$ cat src/rtl/mac_clk_rst_seq_pkg.sv
// Shared state type, timing defaults and divide-ratio type for the MAC
// port reset / clock-enable sequencer.
package mac_ctrl_pkg;

  localparam int NUM_PORTS      = 4;
  localparam int DIV_W          = 8;
  localparam int DEFAULT_DIV    = 3;
  localparam int SETTLE_CYCLES  = 64;
  localparam int STAGGER_CYCLES = 16;

  typedef logic [DIV_W-1:0] div_t;

  typedef enum logic [2:0] {
    IDLE,
    SETTLE,
    RELEASE,
    RUN,
    RECONF
  } seq_state_e;

endpackage

$ cat src/rtl/mac_clk_rst_seq_if.sv
// Valid/ready configuration channel used to change one port's divide ratio.
interface mac_clk_rst_seq_if #(
  parameter int NUM_PORTS = mac_ctrl_pkg::NUM_PORTS,
  parameter int DIV_W     = mac_ctrl_pkg::DIV_W
);

  // One spare bit above the index width so out-of-range targets are expressible.
  localparam int PORT_W = $clog2(NUM_PORTS) + 1;

  logic              cfg_valid;
  logic              cfg_ready;
  logic [PORT_W-1:0] cfg_port;
  logic [DIV_W-1:0]  cfg_div;

  modport master (output cfg_valid, output cfg_port, output cfg_div, input cfg_ready);
  modport slave  (input cfg_valid, input cfg_port, input cfg_div, output cfg_ready);

endinterface

$ cat src/rtl/mac_clk_rst_seq_ce_gen.sv
// Per-port clock-enable strobe: one pulse every div cycles while the port
// is out of reset, held high for div of 0 or 1.
module mac_port_ce_gen #(
  parameter int DIV_W = 8
) (
  input  logic             clk,
  input  logic             rst_n,
  input  logic             port_rst_n,
  input  logic [DIV_W-1:0] div,
  output logic             ce
);

  logic [DIV_W-1:0] cnt;
  logic             armed;

  // port_rst_n is the port reset as it will be after this edge, so the strobe
  // drops on the same edge the port re-enters reset; armed delays counting by one.
  always_ff @(posedge clk or negedge rst_n) begin
    if (!rst_n) begin
      cnt   <= '0;
      armed <= 1'b0;
      ce    <= 1'b0;
    end else if (!port_rst_n) begin
      cnt   <= '0;
      armed <= 1'b0;
      ce    <= 1'b0;
    end else if (!armed) begin
      armed <= 1'b1;
      ce    <= 1'b0;
    end else if (div <= DIV_W'(1)) begin
      cnt <= '0;
      ce  <= 1'b1;
    end else if (cnt >= div - 1'b1) begin
      cnt <= '0;
      ce  <= 1'b1;
    end else begin
      cnt <= cnt + 1'b1;
      ce  <= 1'b0;
    end
  end

endmodule

$ cat src/rtl/synchronizer.sv
// Multi-stage flop synchronizer with asynchronous active-low clear.
module synchronizer #(
  parameter int WIDTH  = 1,
  parameter int STAGES = 2
) (
  input  logic             clk,
  input  logic             rst_n,
  input  logic [WIDTH-1:0] d,
  output logic [WIDTH-1:0] q
);

  logic [WIDTH-1:0] stage_q [STAGES];

  always_ff @(posedge clk or negedge rst_n) begin
    if (!rst_n) begin
      for (int i = 0; i < STAGES; i++) stage_q[i] <= '0;
    end else begin
      stage_q[0] <= d;
      for (int i = 1; i < STAGES; i++) stage_q[i] <= stage_q[i-1];
    end
  end

  assign q = stage_q[STAGES-1];

endmodule

$ cat src/rtl/mac_clk_rst_seq.sv
// Per-port MAC reset sequencer: settle, staggered release, and per-port
// re-reset when a port's clock-enable divide ratio is reprogrammed.
module mac_clk_rst_seq #(
  parameter int NUM_PORTS      = mac_ctrl_pkg::NUM_PORTS,
  parameter int DIV_W          = mac_ctrl_pkg::DIV_W,
  parameter int DEFAULT_DIV    = mac_ctrl_pkg::DEFAULT_DIV,
  parameter int SETTLE_CYCLES  = mac_ctrl_pkg::SETTLE_CYCLES,
  parameter int STAGGER_CYCLES = mac_ctrl_pkg::STAGGER_CYCLES
) (
  input  logic                 clk,
  input  logic                 rst_n,
  input  logic                 en,
  mac_clk_rst_seq_if.slave     cfg,
  output logic [NUM_PORTS-1:0] port_rst_n,
  output logic [NUM_PORTS-1:0] port_ce,
  output logic                 all_up,
  output logic                 busy
);
  import mac_ctrl_pkg::*;

  localparam int IDX_W  = $clog2(NUM_PORTS);
  localparam int PORT_W = IDX_W + 1;
  localparam int CNT_MAX = (SETTLE_CYCLES > STAGGER_CYCLES) ? SETTLE_CYCLES : STAGGER_CYCLES;
  localparam int CNT_W  = $clog2(CNT_MAX + 1);

  localparam logic [CNT_W-1:0]  SETTLE_LAST  = CNT_W'(SETTLE_CYCLES - 1);
  localparam logic [CNT_W-1:0]  STAGGER_LAST = CNT_W'(STAGGER_CYCLES - 1);
  localparam logic [IDX_W-1:0]  LAST_IDX     = IDX_W'(NUM_PORTS - 1);
  localparam logic [PORT_W-1:0] PORT_LIMIT   = PORT_W'(NUM_PORTS);
  localparam logic [DIV_W-1:0]  DIV_RESET    = DIV_W'(DEFAULT_DIV);

  logic                 rst_sync_n;
  seq_state_e           state, state_next;
  logic [CNT_W-1:0]     cnt, cnt_next;
  logic [IDX_W-1:0]     idx, idx_next;
  logic [IDX_W-1:0]     tgt, tgt_next;
  logic [IDX_W-1:0]     cfg_idx;
  logic [NUM_PORTS-1:0] rst_next;
  logic [DIV_W-1:0]     div_q    [NUM_PORTS];
  logic [DIV_W-1:0]     div_next [NUM_PORTS];
  logic                 cfg_ready_q;
  logic                 handshake;
  logic                 cfg_hit;

  synchronizer #(.WIDTH(1), .STAGES(2)) u_rst_sync (
    .clk   (clk),
    .rst_n (rst_n),
    .d     (1'b1),
    .q     (rst_sync_n)
  );

  assign cfg_idx       = cfg.cfg_port[IDX_W-1:0];
  assign handshake     = cfg.cfg_valid && cfg_ready_q;
  assign cfg_hit       = handshake && (cfg.cfg_port < PORT_LIMIT);
  assign cfg.cfg_ready = cfg_ready_q;

  always_comb begin
    state_next = state;
    cnt_next   = cnt;
    idx_next   = idx;
    tgt_next   = tgt;
    rst_next   = port_rst_n;
    div_next   = div_q;
    if (cfg_hit) div_next[cfg_idx] = cfg.cfg_div;

    unique case (state)
      IDLE: begin
        if (en) begin
          state_next = SETTLE;
          cnt_next   = '0;
        end
      end
      SETTLE: begin
        if (cnt == SETTLE_LAST) begin
          state_next  = RELEASE;
          cnt_next    = '0;
          idx_next    = '0;
          rst_next[0] = 1'b1;
        end else begin
          cnt_next = cnt + 1'b1;
        end
      end
      RELEASE: begin
        if (cnt == STAGGER_LAST) begin
          cnt_next = '0;
          if (idx == LAST_IDX) begin
            state_next = RUN;
          end else begin
            idx_next           = idx + 1'b1;
            rst_next[idx_next] = 1'b1;
          end
        end else begin
          cnt_next = cnt + 1'b1;
        end
      end
      RUN: begin
        if (cfg_hit) begin
          state_next        = RECONF;
          tgt_next          = cfg_idx;
          rst_next[cfg_idx] = 1'b0;
          cnt_next          = '0;
        end
      end
      RECONF: begin
        if (cnt == STAGGER_LAST) begin
          state_next    = RUN;
          rst_next[tgt] = 1'b1;
          cnt_next      = '0;
        end else begin
          cnt_next = cnt + 1'b1;
        end
      end
      default: state_next = IDLE;
    endcase

    // Dropping enable overrides everything; divide ratios survive.
    if (!en) begin
      state_next = IDLE;
      cnt_next   = '0;
      idx_next   = '0;
      rst_next   = '0;
    end
  end

  always_ff @(posedge clk or negedge rst_sync_n) begin
    if (!rst_sync_n) begin
      state       <= IDLE;
      cnt         <= '0;
      idx         <= '0;
      tgt         <= '0;
      port_rst_n  <= '0;
      all_up      <= 1'b0;
      busy        <= 1'b0;
      cfg_ready_q <= 1'b0;
      for (int i = 0; i < NUM_PORTS; i++) div_q[i] <= DIV_RESET;
    end else begin
      state       <= state_next;
      cnt         <= cnt_next;
      idx         <= idx_next;
      tgt         <= tgt_next;
      port_rst_n  <= rst_next;
      all_up      <= (state_next == RUN);
      busy        <= state_next inside {SETTLE, RELEASE, RECONF};
      cfg_ready_q <= state_next inside {IDLE, SETTLE, RUN};
      div_q       <= div_next;
    end
  end

  for (genvar p = 0; p < NUM_PORTS; p++) begin : g_ce
    mac_port_ce_gen #(.DIV_W(DIV_W)) u_ce_gen (
      .clk        (clk),
      .rst_n      (rst_sync_n),
      .port_rst_n (rst_next[p]),
      .div        (div_q[p]),
      .ce         (port_ce[p])
    );
  end

endmodule

$ cat src/flat_wrapper.sv
// flat-port wrapper written by rule: the top's interface ports become plain ports
module mac_clk_rst_seq_flat import mac_ctrl_pkg::*;
#(
  parameter int NUM_PORTS      = mac_ctrl_pkg::NUM_PORTS,
  parameter int DIV_W          = mac_ctrl_pkg::DIV_W,
  parameter int DEFAULT_DIV    = mac_ctrl_pkg::DEFAULT_DIV,
  parameter int SETTLE_CYCLES  = mac_ctrl_pkg::SETTLE_CYCLES,
  parameter int STAGGER_CYCLES = mac_ctrl_pkg::STAGGER_CYCLES
)
  (clk, rst_n, en, port_rst_n, port_ce, all_up, busy, cfg_cfg_valid, cfg_cfg_port, cfg_cfg_div, cfg_cfg_ready);
  mac_clk_rst_seq_if #(.NUM_PORTS(NUM_PORTS), .DIV_W(DIV_W)) cfg_i ();
  input  logic clk;
  input  logic rst_n;
  input  logic en;
  output logic [NUM_PORTS-1:0] port_rst_n;
  output logic [NUM_PORTS-1:0] port_ce;
  output logic all_up;
  output logic busy;
  input wire logic [$bits(cfg_i.cfg_valid)-1:0] cfg_cfg_valid;
  input wire logic [$bits(cfg_i.cfg_port)-1:0] cfg_cfg_port;
  input wire logic [$bits(cfg_i.cfg_div)-1:0] cfg_cfg_div;
  output wire logic [$bits(cfg_i.cfg_ready)-1:0] cfg_cfg_ready;
  assign cfg_i.cfg_valid = cfg_cfg_valid;
  assign cfg_i.cfg_port = cfg_cfg_port;
  assign cfg_i.cfg_div = cfg_cfg_div;
  assign cfg_cfg_ready = cfg_i.cfg_ready;
  mac_clk_rst_seq #(.NUM_PORTS(NUM_PORTS), .DIV_W(DIV_W), .DEFAULT_DIV(DEFAULT_DIV), .SETTLE_CYCLES(SETTLE_CYCLES), .STAGGER_CYCLES(STAGGER_CYCLES)) u_core (.clk(clk), .rst_n(rst_n), .en(en), .cfg(cfg_i), .port_rst_n(port_rst_n), .port_ce(port_ce), .all_up(all_up), .busy(busy));
endmodule
$ cat config.mk
export PLATFORM = sky130hd
export DESIGN_NAME = mac_clk_rst_seq_flat
export DESIGN_NICKNAME = d
export VERILOG_FILES = /design/src/rtl/mac_clk_rst_seq_pkg.sv /design/src/rtl/mac_clk_rst_seq_if.sv /design/src/rtl/mac_clk_rst_seq_ce_gen.sv /design/src/rtl/synchronizer.sv /design/src/rtl/mac_clk_rst_seq.sv /design/src/flat_wrapper.sv
export SDC_FILE = /design/constraint.sdc
export NUM_CORES = 1
export LEC_CHECK = 0
export CELL_PAD_IN_SITES_DETAIL_PLACEMENT = 0
export CELL_PAD_IN_SITES_GLOBAL_PLACEMENT = 1
export CORE_MARGIN = 3
export CORE_UTILIZATION = 50
export CTS_BUF_LIST = sky130_fd_sc_hd__clkbuf_4
export DETAILED_ROUTE_END_ITERATION = 16
export PLACE_DENSITY_LB_ADDON = 0.1
export SETUP_SLACK_MARGIN = 0.5
export SLEW_MARGIN = 20
export SYNTH_ARGS = -nofsm -noshare
export SYNTH_HDL_FRONTEND = slang
export SYNTH_SLANG_ARGS = --single-unit
$ cat constraint.sdc
create_clock -name clk -period 4 [get_ports clk]
set_clock_uncertainty 0.05 [all_clocks]
set_input_delay 0.8 -clock clk [delete_from_list [all_inputs] [get_ports clk]]
set_output_delay 0.8 -clock clk [all_outputs]
set_load 0.005 [all_outputs]
Yosys cells after proc, flatten, opt, wreduce, memory -nomap -nowiden
Cells that the tools add are included.

cells by class
  add/subtract/negate cells = 10
  magnitude comparators = 17
  equality and inequality tests = 21
  muxes and demuxes = 70
  bitwise operators = 5
  reductions and logical operators = 14

operators by type and width
  cell                   number
  $mux W8                17
  $add A8 B1 Y8 const B  4
  $bwmux W32             1
  $ge A8 B8 Y1           4
  $le A8 B1 Y1 const B   4
  $sub A8 B1 Y8 const B  4
  $mux W7                4
  $pmux W7 S4            1
  $mux W1                24
  $mux W4                5
  $mux W3                6
  $demux W8 S2           1
  $pmux W3 S5            1
  $eq A3 B2 Y1 const B   4
  $lt A2 B3 Y1 const B   3
  $ne A3 B2 Y1 const B   3
  $pmux W3 S3            1
  $mux W2                4
  $ne A2 B2 Y1 const B   4
  $or A4 B4 Y4           2
  $add A7 B1 Y7 const B  1
  $eq A7 B4 Y1 const B   1
  $eq A7 B6 Y1 const B   1
  $demux W1 S2           3
  other kinds (22)       34

word-level totals
  flip-flop bits (word level) = 95
  input port bits = 15
  output and inout port bits = 11
  logic and storage cells = 163

Logic depth before layout (Yosys ltp)
Gate-level depths: netlist of the first run.

  depth after elaboration = 11
  mapped depth = 12
  mapped depth without buffers = 11

Modules after synthesis
From an unflattened synthesis of the first run, not the netlist that was laid out.

second synthesis, totals
  cell total of the unflattened synthesis = 607
  area total of the unflattened synthesis = 6,139.6 um^2

modules (own cells, without submodules)
  module                                         instances  cells each  area each (um^2)  sequential area each (um^2)
  mac_port_ce_gen (u_core.g_ce[0].u_ce_gen ...)  3          98          884.6             250.2
  mac_clk_rst_seq                                1          217         2,565.0           1,336.3
  mac_port_ce_gen (u_core.g_ce[2].u_ce_gen)      1          94          870.8             250.2
  synchronizer                                   1          2           50.0              50.0

Worst setup path after synthesis of the first run
No wires, ideal clock.

  path kind = reg2reg
  start point = reg u_core.div_q[5] in the netlist's numbering
  end point = reg u_core.g_ce[3].u_ce_gen.cnt[3]
  setup time = 0.087 ns
  data arrival time = 2.576 ns
  required time = 3.863 ns
  slack = 1.287 ns
  cell stages (with the launch flop) = 10
  path buffers = 0
  period minus slack after synthesis = 2.713 ns
  cell sequence = dfrtp_1 or4_1 nor4_1 xnor2_1 ha_1 a21oi_1 o21ai_0 a211oi_2 nand3_1 o211ai_1

between the ends
  cells in the longest elaborated chain, start to end = 6
  elaborated cells on any way between the ends = 7
  classes of those cells = 1 x add/sub; 2 x order compare; 4 x mux

ends and longest elaborated chain
  what                    line                          text
  start, declared         mac_clk_rst_seq.sv:39         logic [DIV_W-1:0] div_q [NUM_PORTS];
  start signal, assigned  mac_clk_rst_seq.sv:145        div_q <= div_next;
  $sub A8 B1 Y8           mac_clk_rst_seq_ce_gen.sv:33  end else if (cnt >= div - 1'b1) begin
  $ge A8 B8 Y1            mac_clk_rst_seq_ce_gen.sv:33
  $mux W8                 mac_clk_rst_seq_ce_gen.sv:33
  $mux W8 (*)             mac_clk_rst_seq_ce_gen.sv:30  end else if (div <= DIV_W'(1)) begin
  $mux W8 (*)             mac_clk_rst_seq_ce_gen.sv:27  end else if (!armed) begin
  $mux W8 (*)             mac_clk_rst_seq_ce_gen.sv:23  end else if (!port_rst_n) begin
  end signal, assigned    mac_clk_rst_seq_ce_gen.sv:37  cnt <= cnt + 1'b1;
  end, declared           mac_clk_rst_seq_ce_gen.sv:13  logic [DIV_W-1:0] cnt;

Mark *: on every way between the ends. The rest lies on a longest branch, timed or not. The select of a mux whose other input is x is not followed.
A chain may end at the register's enable or synchronous reset.

Worst setup path after layout of the first run
  start point = reg u_core.div_q[5] in the netlist's numbering
  end point = reg u_core.g_ce[3].u_ce_gen.cnt[1]

Same word-level chain as after synthesis.

==> results of run 1 <==
-- how the worst min path moves through the flow --
stage,cells past startpoint,from,end,slack [ns]
2_1_floorplan,0,u_core.u_rst_sync.stage_q[1],u_core.u_rst_sync.q,0.28
3_3_place_gp,0,u_core.u_rst_sync.stage_q[1],u_core.u_rst_sync.q,0.29
3_5_place_dp,0,u_core.u_rst_sync.stage_q[1],u_core.u_rst_sync.q,0.28
4_1_cts,0,u_core.u_rst_sync.stage_q[1],u_core.u_rst_sync.q,0.32
5_1_grt,0,u_core.u_rst_sync.stage_q[1],u_core.u_rst_sync.q,0.34
6_report,0,u_core.u_rst_sync.stage_q[1],u_core.u_rst_sync.q,0.32
-- cell usage after synthesis (all sizes together), types with 14 or more instances --
cell / n
buf: 18
mux2: 30
dfrtp: 83
inv: 29
a31oi: 14
xnor2: 21
nand3: 23
nor2: 37
nand2: 56
a21oi: 17
nor2b: 15
o21ai: 34
ha: 47
-- power by group through the flow --
stage | Sequential [uW] | Combinational (uW) | Clock, uW
global route | 1130 | 535 | 648
CTS | 1110 | 473 | 612
global placement | 1130 | 452 | 0
detailed placement | 1130 | 470 | 0
floorplan | 1100 | 366 | 0
finish | 1110 | 466 | 593
-- kinds of logic (layout without fill, tap and decap cells) --
| family | after synthesis | in the layout | share of synthesized area, % |
|---|---|---|---|
| AO/OA/AOI/OAI | 111 | 111 | 13.62 |
| XOR/XNOR | 29 | 29 | 4.292 |
| flip-flops | 91 | 91 | 38.65 |
| buffers and inverters | 52 | 74 | 4.080 |
| adder cells (fa/ha/maj) | 47 | 47 | 9.937 |
| AND/OR/NAND/NOR | 234 | 234 | 22.81 |
| multiplexers | 35 | 35 | 6.554 |
| other | 1 | 1 | 0.06336 |
-- routing by layer --
layer	vias up	global-route usage, %	wire [um]
met4	0	7.668	294
met3	20	3.158	313
li1	2233	-	-
met5	-	0	0
met1	2232	29.26	6153
met2	67	32.67	5897
-- sequential cells by signal (all words and copies together), names as in the netlist --
register                   count
u_core.all_up                  1
u_core.busy                    1
u_core.cfg.cfg_ready           1
u_core.cnt                     7
u_core.div_q                  32
u_core.g_ce.u_ce_gen.ce        4
u_core.g_ce.u_ce_gen.cnt      32
u_core.idx                     2
u_core.port_rst_n              4
u_core.state                   3
u_core.tgt                     2
u_core.u_rst_sync.q            1
u_core.u_rst_sync.stage_q      1
-- critical path, stage by stage, from the launching register on --
cell and delay, ns:
dfrtp_1 0.43, or4_1 0.58, nor4_1 0.27, xnor2_1 0.17, ha_1 0.26, a21oi_1 0.14
o21ai_0 0.12, a211oi_2 0.52, nand3_1 0.27, o21ai_0 0.24
-- cell type report --
class,count,area [um^2],area share (%)
Tap cell,143,178.9,2.791
Clock buffer,9,67.56,1.054
Timing Repair Buffer,28,272.8,4.255
Clock inverter,7,97.59,1.523
Multi-Input combinational cell,457,3390,52.88
Inverter,30,112.6,1.757
Sequential cell,91,2291,35.74
-- per-stage QoR --
step	setup WS [ns]	cell area [um^2]	cells
2_1_floorplan	1.242	5918	600
3_3_place_gp	0.8853	6245	749
3_5_place_dp	0.8927	6245	749
4_1_cts	0.8963	6410	765
5_1_grt	0.6081	6410	765
6_report	0.8999	6410	765
==> metrics, run 1 <==
core area=~12000 um^2; setup TNS=0 ns; Post-DRT Antenna Nets=0; vias per inst=5.950; Final Wtd Congestion=~0.80; Max-cap violations=0; H-tree levels=3; register area share after synthesis=between 30 and 40%; residual DRC count=0; num ports=26; Die Ht=between 100 and 150 um; layout cells sized above 1=13.67%; clk buf depth=2; synth-to-layout area growth=8.309%; Worst VDD drop=approximately 140 uV; total CTS buffers=9; post-DP HPWL=9374 um; Final Hold Fails=0; Flop pwr share=just over 50%; via count=4552; Net Sw Frac=a little under a third; RR Startpoint=u_core.div_q[5]; Clock Latency Late Sink=0.47 ns; R2R Setup Slk=between 0.8 and 0.9 ns; Mapped Area=5918 um^2; status=finished, final reports clean; fill cell count=around 1000; Final #Nets=between 600 and 700; r2r worst-path depth=9; Post-Route WL=around 13000 um; Slew @ Worst Pin=around 0.92 ns; share of the synthesized area in the top cell type=a little over a third; Ys Warns=0; Period minus WS final=approximately 3.1 ns; DR WL/cell=around 17 um; Area contributors post-synth=dfrtp_1 (35%), ha_1 (9.9%), mux2_2 (5.7%); Worst Setup Start Kind=flop; Net Switching=approximately 680 uW; Worst Setup End Kind=flop; largest net degree at the start of global routing=54; number of synthesized flops with an enable pin=0; Int Power=1495 uW; Post-Synthesis Cells=600; Post-CTS Resized=0; critical-path maximum fanout=9; vias in the first global route=around 4400; First-pass DRT Iterations=4; combinational fraction of design power=between 20% and 30%; crit path to=u_core.g_ce[3].u_ce_gen.cnt[1]; GR Overflow Total=0; top_reg_cell synth=dfrtp_1; die area=roughly 13000 um^2; CTS sink count=91; antenna violations before repair=0; Setup Buffers After CTS=0; Hold Path Class=reg2reg; total track usage=20.78%; share of flip-flops with an asynchronous set or reset=100.0%; commonest non-fill, non-tap cell in the layout=dfrtp_1; Root Driver=clkbuf_4; Pwr per Cell Area=approximately 340 nW/um^2; Worst slew margin=a little under two fifths; syn avg cell area=around 9.9 um^2; die width=about 110 um; I/O Buffers=25; First DRT Iteration DRCs=286; clock share of power=27.3%; Tcrit/Tclk final=about 78%; end of the worst register-to-register path=u_core.g_ce[3].u_ce_gen.cnt[1]; Critical Path Start=u_core.div_q[5]; Antenna Cells=0; global-route wire length before repair=between 20000 and 25000 um; fin util=approximately 56%; commonest cells after routing, fill and taps aside=dfrtp_1 (82), nand2_1 (55), ha_1 (47); Leak=0.002648 uW; pins over their slew limit=0; Crit path arrival time=about 3.5 ns; Worst Path Required=~4.4 ns; CTS tree=yes; post-synth top area cell=dfrtp_1; CP Class=reg2reg; final setup fails=0; RSZ-0062 raised after global routing=no; WHS=between 0.3 and 0.4 ns; Worst-path clk slew=0.16 ns; synth unique cells=73; Initial Util=51.39%; f_max=322.6 MHz; Core Rows=39; syn nets=about 660; cts hold-fix bufs=0; Total Power=about 2200 uW; number of synthesized register bits=91
No activity file was read; power rests on OpenSTA's default activity.
==> run 2: changes to the inputs <==
- CORE_UTILIZATION: 50 -> 45
- clock period: 4 -> 2.55 ns (I/O delays scaled with it)
==> run 2 against run 1 <==
Largest power group unchanged; clock power up 34%; sequential share of layout area down 4.2 points; critical path depth up 2; the run now ends with setup timing left; register-to-register slack worse by 0.97 ns; maximum frequency up 18%; non-clock buffer count up 65; routed wire length up 13%; via count up 5.4%.
==> metrics, run 2 (synthesis gave the netlist of run 1 again) <==
status=finished, violations left; violated checks=setup timing; residual DRC count=0; vias in the first global route=4652; Core Rows=41; die width=around 120 um; Root Driver=clkbuf_4; die area=approximately 15000 um^2; synth-to-layout area growth=23.09%; Tcrit/Tclk final=102.6%; Clock Latency Late Sink=about 0.50 ns; pins over their slew limit=0; Max-cap violations=0; commonest non-fill, non-tap cell in the layout=dfrtp_1; core area=between 10000 and 15000 um^2; via count=roughly 4800; multi-input logic area=between 3000 and 4000 um^2; Slew @ Worst Pin=approximately 0.6 ns; f_max=~380 MHz; CTS tree=yes; Worst-path clk slew=between 0.15 and 0.2 ns; I/O Buffers=25; post-DP HPWL=10070 um; Final Hold Fails=0; Crit path arrival time=2.97 ns; Largest regs=u_core.div_q: 32 flops, u_core.g_ce.u_ce_gen.cnt: 32 flops, u_core.cnt: 7 flops; setup TNS=-0.3748 ns; met3 Use GR=around 3.0%; num ports=26; Leak=a little over 0.003 uW; RSZ-0062 raised after global routing=yes; largest net degree at the start of global routing=60; commonest cells after routing, fill and taps aside=dfrtp_1 (79), buf_4 (64), nand2_1 (54); vias per inst=~5.6; Period minus WS final=between 2 and 3 ns; Worst Setup Start Kind=flop; CTS sink count=between 90 and 100; Worst Path Required=2.90 ns; Post-Route WL=14370 um; First-pass DRT Iterations=4; DR WL/cell=approximately 17 um; R2R Setup Slk=-0.07 ns; fill cell count=about 1100; r2r worst-path depth=11; First DRT Iteration DRCs=240; Worst Setup End Kind=flop; Worst VDD drop=~230 uV; WHS=between 0.1 and 0.15 ns; end of the worst register-to-register path=u_core.g_ce[1].u_ce_gen.cnt[4]; CP Class=reg2reg; Final Wtd Congestion=0.8153; H-tree levels=3; critical-path maximum fanout=5; Post-DRT Antenna Nets=0; Pwr per Cell Area=between 400 and 500 nW/um^2; total CTS buffers=9; RR Startpoint=u_core.div_q[19]; clk buf depth=2; met2 usage=around 33%; Final WS setup=-0.06709 ns; met1 usage=around 27%; Hold Path Class=in2async; GR Overflow Total=0; pre-CTS setup slack=-0.1660 ns; Initial Util=46.52%; final setup fails=13; total track usage=roughly a fifth; Final #Nets=744; gr busiest metal=met2; antenna violations before repair=1; Worst slew margin=around 60%; Die Ht=between 100 and 150 um; layout cells sized above 1=a little under a third; global-route wire length before repair=between 20000 and 25000 um; register area=2295 um^2
run 2: final cells by class:
| cell class | count | share of cell area [%] |
|---|---|---|
| antenna | 1 | 0.03435 |
| sequential | 91 | 31.50 |
| multi-input combinational | 457 | 51.48 |
| clock inverter | 7 | 0.7729 |
| inverter | 30 | 1.546 |
| clock buffer | 9 | 0.9275 |
| tap | 172 | 2.954 |
| timing repair buffer | 93 | 10.79 |
run 2: per-layer routing:
layer / vias up / wire length, um
met5: - / 0
li1: 2360 / -
met4: 0 / 235
met3: 15 / 247
met1: 2371 / 6750
met2: 52 / 7134
run 2: timing repair:
action / CTS / global route
resized for setup: 25 / 34
endpoints found under the setup margin: 42 / 48
pin swaps: 17 / 14
hold buffers: 0 / 0
cloned: 2 / 0
setup buffers: 14 / 11
endpoints found under the hold margin: 0 / 0
run 2: how the worst max path moves through the flow:
stage,start,endpoint,slack (ns),depth (start not counted)
2_1_floorplan,u_core.div_q[5],u_core.g_ce[3].u_ce_gen.cnt[3],-0.01,9
3_3_place_gp,u_core.div_q[13],u_core.g_ce[2].u_ce_gen.cnt[5],0.05,9
3_5_place_dp,u_core.div_q[8],u_core.g_ce[2].u_ce_gen.cnt[5],-0.17,10
4_1_cts,u_core.div_q[12],u_core.g_ce[2].u_ce_gen.cnt[2],-0.03,11
5_1_grt,u_core.div_q[19],u_core.g_ce[1].u_ce_gen.cnt[5],-0.22,11
6_report,u_core.div_q[19],u_core.g_ce[1].u_ce_gen.cnt[4],-0.07,11
run 2: where the power goes:
part | switching [uW] | internal, uW
registers | 145 | 1580
clock network | 580 | 216
logic | 529 | 564
run 2: metrics by stage:
| step | total power (uW) | utilization (%) | cells | area [um^2] |
|---|---|---|---|---|
| finish | 3615 | 57.26 | 860 | 7284 |
| global route | 3857 | 57.26 | 860 | 7284 |
| CTS | 3592 | 55.40 | 848 | 7048 |
| detailed placement | 2697 | 52.64 | 816 | 6696 |
| global placement | 2653 | 52.64 | 816 | 6696 |
| floorplan | 2372 | - | 600 | 6040 |
run 2: critical path, stage by stage (launching register included):
cell and delay [ns]:
dfrtp_1 0.44, buf_4 0.17, nor2_1 0.11, nand2_1 0.08, xor2_1 0.15, ha_1 0.32, a211oi_2 0.30, nor2_2 0.08
a2111oi_4 0.38, buf_4 0.22, a31oi_1 0.07, a31oi_1 0.13
==> run 3: changes to the inputs <==
- TNS_END_PERCENT: unset -> 100
==> results of run 3 <==
The final DEF is identical to that of run 2; final timing and power are the same.
